**src/rtl/sqrt_rr_scheduler.sv**
```systemverilog
// Round-robin front end that shares one multi-cycle sqrt engine among NUM_REQ requesters.
// One job in flight; a watchdog aborts a hung job and pulses the engine reset.
module sqrt_rr_scheduler #(
    parameter int unsigned NUM_REQ = 4,
    parameter int unsigned ID_W    = 2,
    parameter int unsigned TIMEOUT = 16
) (
    input  logic                    clock,
    input  logic                    reset,
    input  logic [NUM_REQ-1:0]      req_valid,
    input  logic [NUM_REQ*64-1:0]   req_x,
    output logic [NUM_REQ-1:0]      req_ready,
    output logic                    rsp_valid,
    input  logic                    rsp_ready,
    output logic [ID_W-1:0]         rsp_id,
    output logic [63:0]             rsp_y,
    output logic                    rsp_err,
    output logic                    eng_start,
    output logic [63:0]             eng_x,
    input  logic                    eng_ready,
    input  logic [63:0]             eng_y,
    output logic                    eng_reset
);
    localparam int unsigned DATA_W = 64;
    localparam int unsigned IDX_W  = $clog2(NUM_REQ);
    localparam int unsigned WD_W   = $clog2(TIMEOUT);

    typedef enum logic [1:0] {IDLE, ISSUE, WAIT, RESP} state_t;

    state_t              state, state_d;
    logic [NUM_REQ-1:0]  req_ready_d;
    logic                rsp_valid_d, rsp_err_d, eng_start_d, eng_reset_d;
    logic                er_hold, er_hold_d;
    logic [ID_W-1:0]     rsp_id_d, cur_id, cur_id_d;
    logic [DATA_W-1:0]   rsp_y_d, eng_x_d;
    logic [IDX_W-1:0]    rr_ptr, rr_ptr_d;
    logic [WD_W-1:0]     wd_cnt, wd_cnt_d;
    logic                rdy_q;
    logic                done_edge;
    logic                grant_ok;
    logic [IDX_W-1:0]    gnt_idx;
    logic [DATA_W-1:0]   x_arr [NUM_REQ];

    // Only a rising edge of eng_ready completes a job; a level left over from the last job does not.
    assign done_edge = eng_ready & ~rdy_q;

    always_comb begin : unpack_operands
        for (int unsigned i = 0; i < NUM_REQ; i++) begin
            x_arr[i] = req_x[i*DATA_W +: DATA_W];
        end
    end

    // First valid requester after the last grant, wrapping around.
    always_comb begin : rr_search
        int unsigned      cand;
        logic [IDX_W-1:0] cand_idx;
        grant_ok = 1'b0;
        gnt_idx  = '0;
        cand     = 0;
        cand_idx = '0;
        for (int unsigned k = 1; k <= NUM_REQ; k++) begin
            cand = 32'(rr_ptr) + k;
            if (cand >= NUM_REQ) cand = cand - NUM_REQ;
            cand_idx = IDX_W'(cand);
            if (!grant_ok && req_valid[cand_idx]) begin
                grant_ok = 1'b1;
                gnt_idx  = cand_idx;
            end
        end
    end

    always_comb begin : fsm_next
        state_d     = state;
        req_ready_d = '0;
        rsp_valid_d = rsp_valid;
        rsp_id_d    = rsp_id;
        rsp_y_d     = rsp_y;
        rsp_err_d   = rsp_err;
        eng_start_d = 1'b0;
        eng_x_d     = eng_x;
        eng_reset_d = er_hold;
        er_hold_d   = 1'b0;
        rr_ptr_d    = rr_ptr;
        cur_id_d    = cur_id;
        wd_cnt_d    = wd_cnt;
        unique case (state)
            IDLE: begin
                // Hold off new work while the engine is still being reset.
                if (grant_ok && !eng_reset) begin
                    req_ready_d[gnt_idx] = 1'b1;
                    eng_x_d              = x_arr[gnt_idx];
                    cur_id_d             = ID_W'(gnt_idx);
                    rr_ptr_d             = gnt_idx;
                    state_d              = ISSUE;
                end
            end
            ISSUE: begin
                eng_start_d = 1'b1;
                wd_cnt_d    = '0;
                state_d     = WAIT;
            end
            WAIT: begin
                if (done_edge) begin
                    rsp_y_d     = eng_y;
                    rsp_id_d    = cur_id;
                    rsp_err_d   = 1'b0;
                    rsp_valid_d = 1'b1;
                    state_d     = RESP;
                end else if (wd_cnt == WD_W'(TIMEOUT - 1)) begin
                    rsp_y_d     = '0;
                    rsp_id_d    = cur_id;
                    rsp_err_d   = 1'b1;
                    rsp_valid_d = 1'b1;
                    eng_reset_d = 1'b1;
                    er_hold_d   = 1'b1;
                    state_d     = RESP;
                end else begin
                    wd_cnt_d = wd_cnt + 1'b1;
                end
            end
            RESP: begin
                if (rsp_ready) begin
                    rsp_valid_d = 1'b0;
                    state_d     = IDLE;
                end
            end
            default: state_d = IDLE;
        endcase
    end

    always_ff @(posedge clock or negedge reset) begin
        if (!reset) begin
            state     <= IDLE;
            req_ready <= '0;
            rsp_valid <= 1'b0;
            rsp_id    <= '0;
            rsp_y     <= '0;
            rsp_err   <= 1'b0;
            eng_start <= 1'b0;
            eng_x     <= '0;
            eng_reset <= 1'b1;
            er_hold   <= 1'b0;
            rr_ptr    <= IDX_W'(NUM_REQ - 1);
            cur_id    <= '0;
            wd_cnt    <= '0;
            rdy_q     <= 1'b0;
        end else begin
            state     <= state_d;
            req_ready <= req_ready_d;
            rsp_valid <= rsp_valid_d;
            rsp_id    <= rsp_id_d;
            rsp_y     <= rsp_y_d;
            rsp_err   <= rsp_err_d;
            eng_start <= eng_start_d;
            eng_x     <= eng_x_d;
            eng_reset <= eng_reset_d;
            er_hold   <= er_hold_d;
            rr_ptr    <= rr_ptr_d;
            cur_id    <= cur_id_d;
            wd_cnt    <= wd_cnt_d;
            rdy_q     <= eng_ready;
        end
    end

endmodule

```
**config.mk**
```make
export PLATFORM = sky130hd
export DESIGN_NAME = sqrt_rr_scheduler
export DESIGN_NICKNAME = d
export VERILOG_FILES = /design/src/rtl/sqrt_rr_scheduler.sv
export SDC_FILE = /design/constraint.sdc
export NUM_CORES = 1
export LEC_CHECK = 0
export ABC_AREA = 0
export CORE_ASPECT_RATIO = 0.5
export CORE_MARGIN = 2
export CORE_UTILIZATION = 35
export DETAILED_ROUTE_END_ITERATION = 8
export HOLD_SLACK_MARGIN = 0.1
export PLACE_DENSITY = 0.73
export SYNTH_ARGS = -nofsm -noshare
export SYNTH_HDL_FRONTEND = slang
export SYNTH_SLANG_ARGS = --single-unit
```
**constraint.sdc**
```tcl
create_clock -name clock -period 2.1 [get_ports clock]
set_input_delay 0.42 -clock clock [delete_from_list [all_inputs] [get_ports clock]]
set_output_delay 0.42 -clock clock [all_outputs]
set_load 0.05 [all_outputs]
```
==> flow_summary.yaml <==
sta:
  drv_slew: 0
  period_share: 0.983
  worst_slew_pin_slew_ns: 0.579
  max_freq_mhz: 484
  fin_crit_ns: 2.07
  hold_viol_final: 0
  setup_violations: 0
  rsz0062_at_grt: "yes"
  finClkSkew_ns: 0.00837
  slew_headroom: 0.614
grt:
  grtUsageTotal: 0.244
  grt_max_degree: 61
  grt_pass1_vias: 8469
  grt-ovfl-total: 0
  antenna_found_initial: 2
  grt_pass1_wl_um: 47900
placed_design:
  io_buffers: 465
  routabilityCongestion: 0.884
  place_hpwl_um: 24500
  dp.cells: 1541
  placed_cell_area_um2: 14000
yosys:
  synthArstFlopShare: 1.00
  syn_nets: 1095
  synth.cell_area_um2: 8480
  synthTopCellsByArea: "dfrtp_1 (43%), mux2i_1 (15%), nor4b_1 (13%), a22o_1 (6.6%), o211ai_1 (5.8%)"
  avgSynthCellArea_um2: 11.1
  netlist.area_leader.share: 0.434
  synth-seq-cells: 150
  yosysTopAreaCell: "dfrtp_1"
  synth_most_common_cell: "dfrtp_1"
  synth_edf_count: 0
  yosysWarnings: 0
  yosysUniqueCellTypes: 37
  seq_area_frac_synth: 0.443
  synthCells: 762
  synth_ff_type: "dfrtp_1"
  synth_common_cells: "dfrtp_1 (147), mux2i_1 (129), nor4b_1 (128)"
hold_path:
  min_path_type: "reg -> reg"
cts:
  clk_pin_slew_ns: 0.06
  clk_latency_ns: 0.43
  cts_tree: "built"
  cts.sinks: 150
  cts_buffers: 17
  ctsRootBufferMaster: "clkbuf_16"
  clockBufferDepth: 2
  cts.htree.levels: 4
status:
  status: "finished clean"
drt:
  routed.top_layer: "met4"
  wl_per_cell_um: 20.4
  firstDrtPassIters: 5
  via_per_inst: 5.27
  wl_met1_um: 13300
  wl_met2_um: 16300
  drtAntennaViolNets: 0
  drtIter0Drc: 526
  drt-total-wl_um: 32100
  met3_length_um: 1520
  vias: 8327
  route.detailed.drc: 0
die:
  die_x_um: 224
  dieArea_um2: 25600
  initial_utilization: 0.355
  core_um2: 23900
  rows: 40
  die_h_um: 114
  pin_count: 466
setup_path:
  crit_path_max_fanout: 2
  crit_path_start_kind: "flip-flop"
  crit_slowest_cell: "clkdlybuf4s50_1"
  r2r-end: "eng_x[30]$_DFFE_PN0P_"
  path_delay_family: "buffers and inverters"
  arrival_ns: 1.65
  r2r_start: "rr_ptr[1]$_DFFE_PN1P_"
  crit_required_ns: 1.68
  worstSetupPathType: "reg -> out"
  critPathBufInv: 1
  max_stage_delay_ns: 0.86
  crit_end: "eng_x[15]"
  crit_chain: "clkdlybuf4s50_1"
  endpoint_kind: "primary output"
  r2r_cells: 7
  ff2ff_setup_slack_ns: 0.07
  path_depth: 1
  crit_start: "eng_x[15]$_DFFE_PN0P_"
cells_and_area:
  syn2layout_area_growth_pct: 74.6
  final_cell_area_um2: 14800
  fin_nets: 1582
  final_cells: 1579
  layout-drive-gt1-share: 0.131
job:
  maxCapViolations: 0
power_and_ir_drop:
  seqPwrFrac: 0.225
  p_comb_frac: 0.634
  p_per_area_nw_per_um2: 1510
  ir_drop_v: 0.000966
  leakagePower_nw: 6.21
  internal-power_mw: 11.7
  swShare: 0.477
  pwr-share-clk: 0.141
  p_sw_mw: 10.7
## metal layers
layer  vias up  GRT usage
met5         -          0
met4         0      0.110
met3        67     0.0526
met2       253      0.414
met1      4120      0.303
li1       3887          -
## metrics by stage
step,util,total power [mW],hold WS [ns],setup slack [ns],TNS (ns)
final,0.620,22.4,0.434,0.0348,0
after global placement,0.585,18.8,0.418,-0.331,-16.27
after detailed placement,0.585,19.1,0.421,-0.433,-20.64
after floorplan,-,13.9,0.124,0.184,0
after global routing,0.620,23.4,0.455,-0.0634,-0.354
after CTS,0.610,22.3,0.438,0.00347,0
## kinds of logic after synthesis
logic type	synth area share
mux	0.156
fa+ha+maj	0.00738
xor+xnor	0.00207
compound gates	0.137
buf+inv	0.0673
flops	0.443
simple gates	0.186
## final cells by class
class                           instances  area [um2]
Sequential cell                       150        3760
Clock inverter                         12         155
Antenna cell                            2        5.00
Clock buffer                           20         437
Fill cell                            1929        9070
Multi-Input combinational cell        522        4410
Inverter                                6        22.5
Tap cell                              315         394
Timing Repair Buffer                  552        5620
## power by group through the flow
stage	Sequential [mW]	Combinational, mW	Clock [mW]
6_report	5.05	14.2	3.16
5_1_grt	5.20	14.9	3.36
4_1_cts	5.05	14.0	3.24
3_5_place_dp	5.05	14.0	0
3_3_place_gp	5.06	13.8	0
2_1_floorplan	9.18	4.70	0
## state kept, by name, summed over array words and instances, names as in the netlist
name	flops
eng_start	1
rsp_id	2
rsp_err	1
rsp_y	64
rsp_valid	1
cur_id	2
wd_cnt	4
er_hold	1
req_ready	4
eng_x	64
eng_reset	1
rr_ptr	2
state	2
rdy_q	1
## worst min-delay path by stage
| stage | cells after the start | start | end | slack (ns) |
|---|---|---|---|---|
| after floorplan | 0 | reset | cur_id[0]$_DFFE_PN0P_ | 0.12 |
| after global placement | 1 | reset | eng_x[11]$_DFFE_PN0P_ | 0.42 |
| after detailed placement | 1 | er_hold$_DFF_PN0_ | eng_reset$_DFF_PN1_ | 0.42 |
| after CTS | 1 | er_hold$_DFF_PN0_ | eng_reset$_DFF_PN1_ | 0.44 |
| after global routing | 1 | er_hold$_DFF_PN0_ | eng_reset$_DFF_PN1_ | 0.46 |
| final | 1 | er_hold$_DFF_PN0_ | eng_reset$_DFF_PN1_ | 0.43 |
## timing repair
action / in CTS / in global routing
buffers inserted: 0 / 3
endpoints found under the setup margin: 10 / 63
gates resized for setup: 10 / 40
hold buffers: 1 / 0
hold endpoints to repair: 51 / 0
## layout by cell type (no fill, tap or decap), drive strengths merged, types with 11 or more instances in the layout
master         instances
clkdlybuf4s50        443
o211ai                65
dlymetal6s2s          11
buf                   90
clkbuf                20
nand2                 83
nor4b                128
mux2i                129
dfrtp                147
a22o                  64
(Power assumes the default switching activity.)
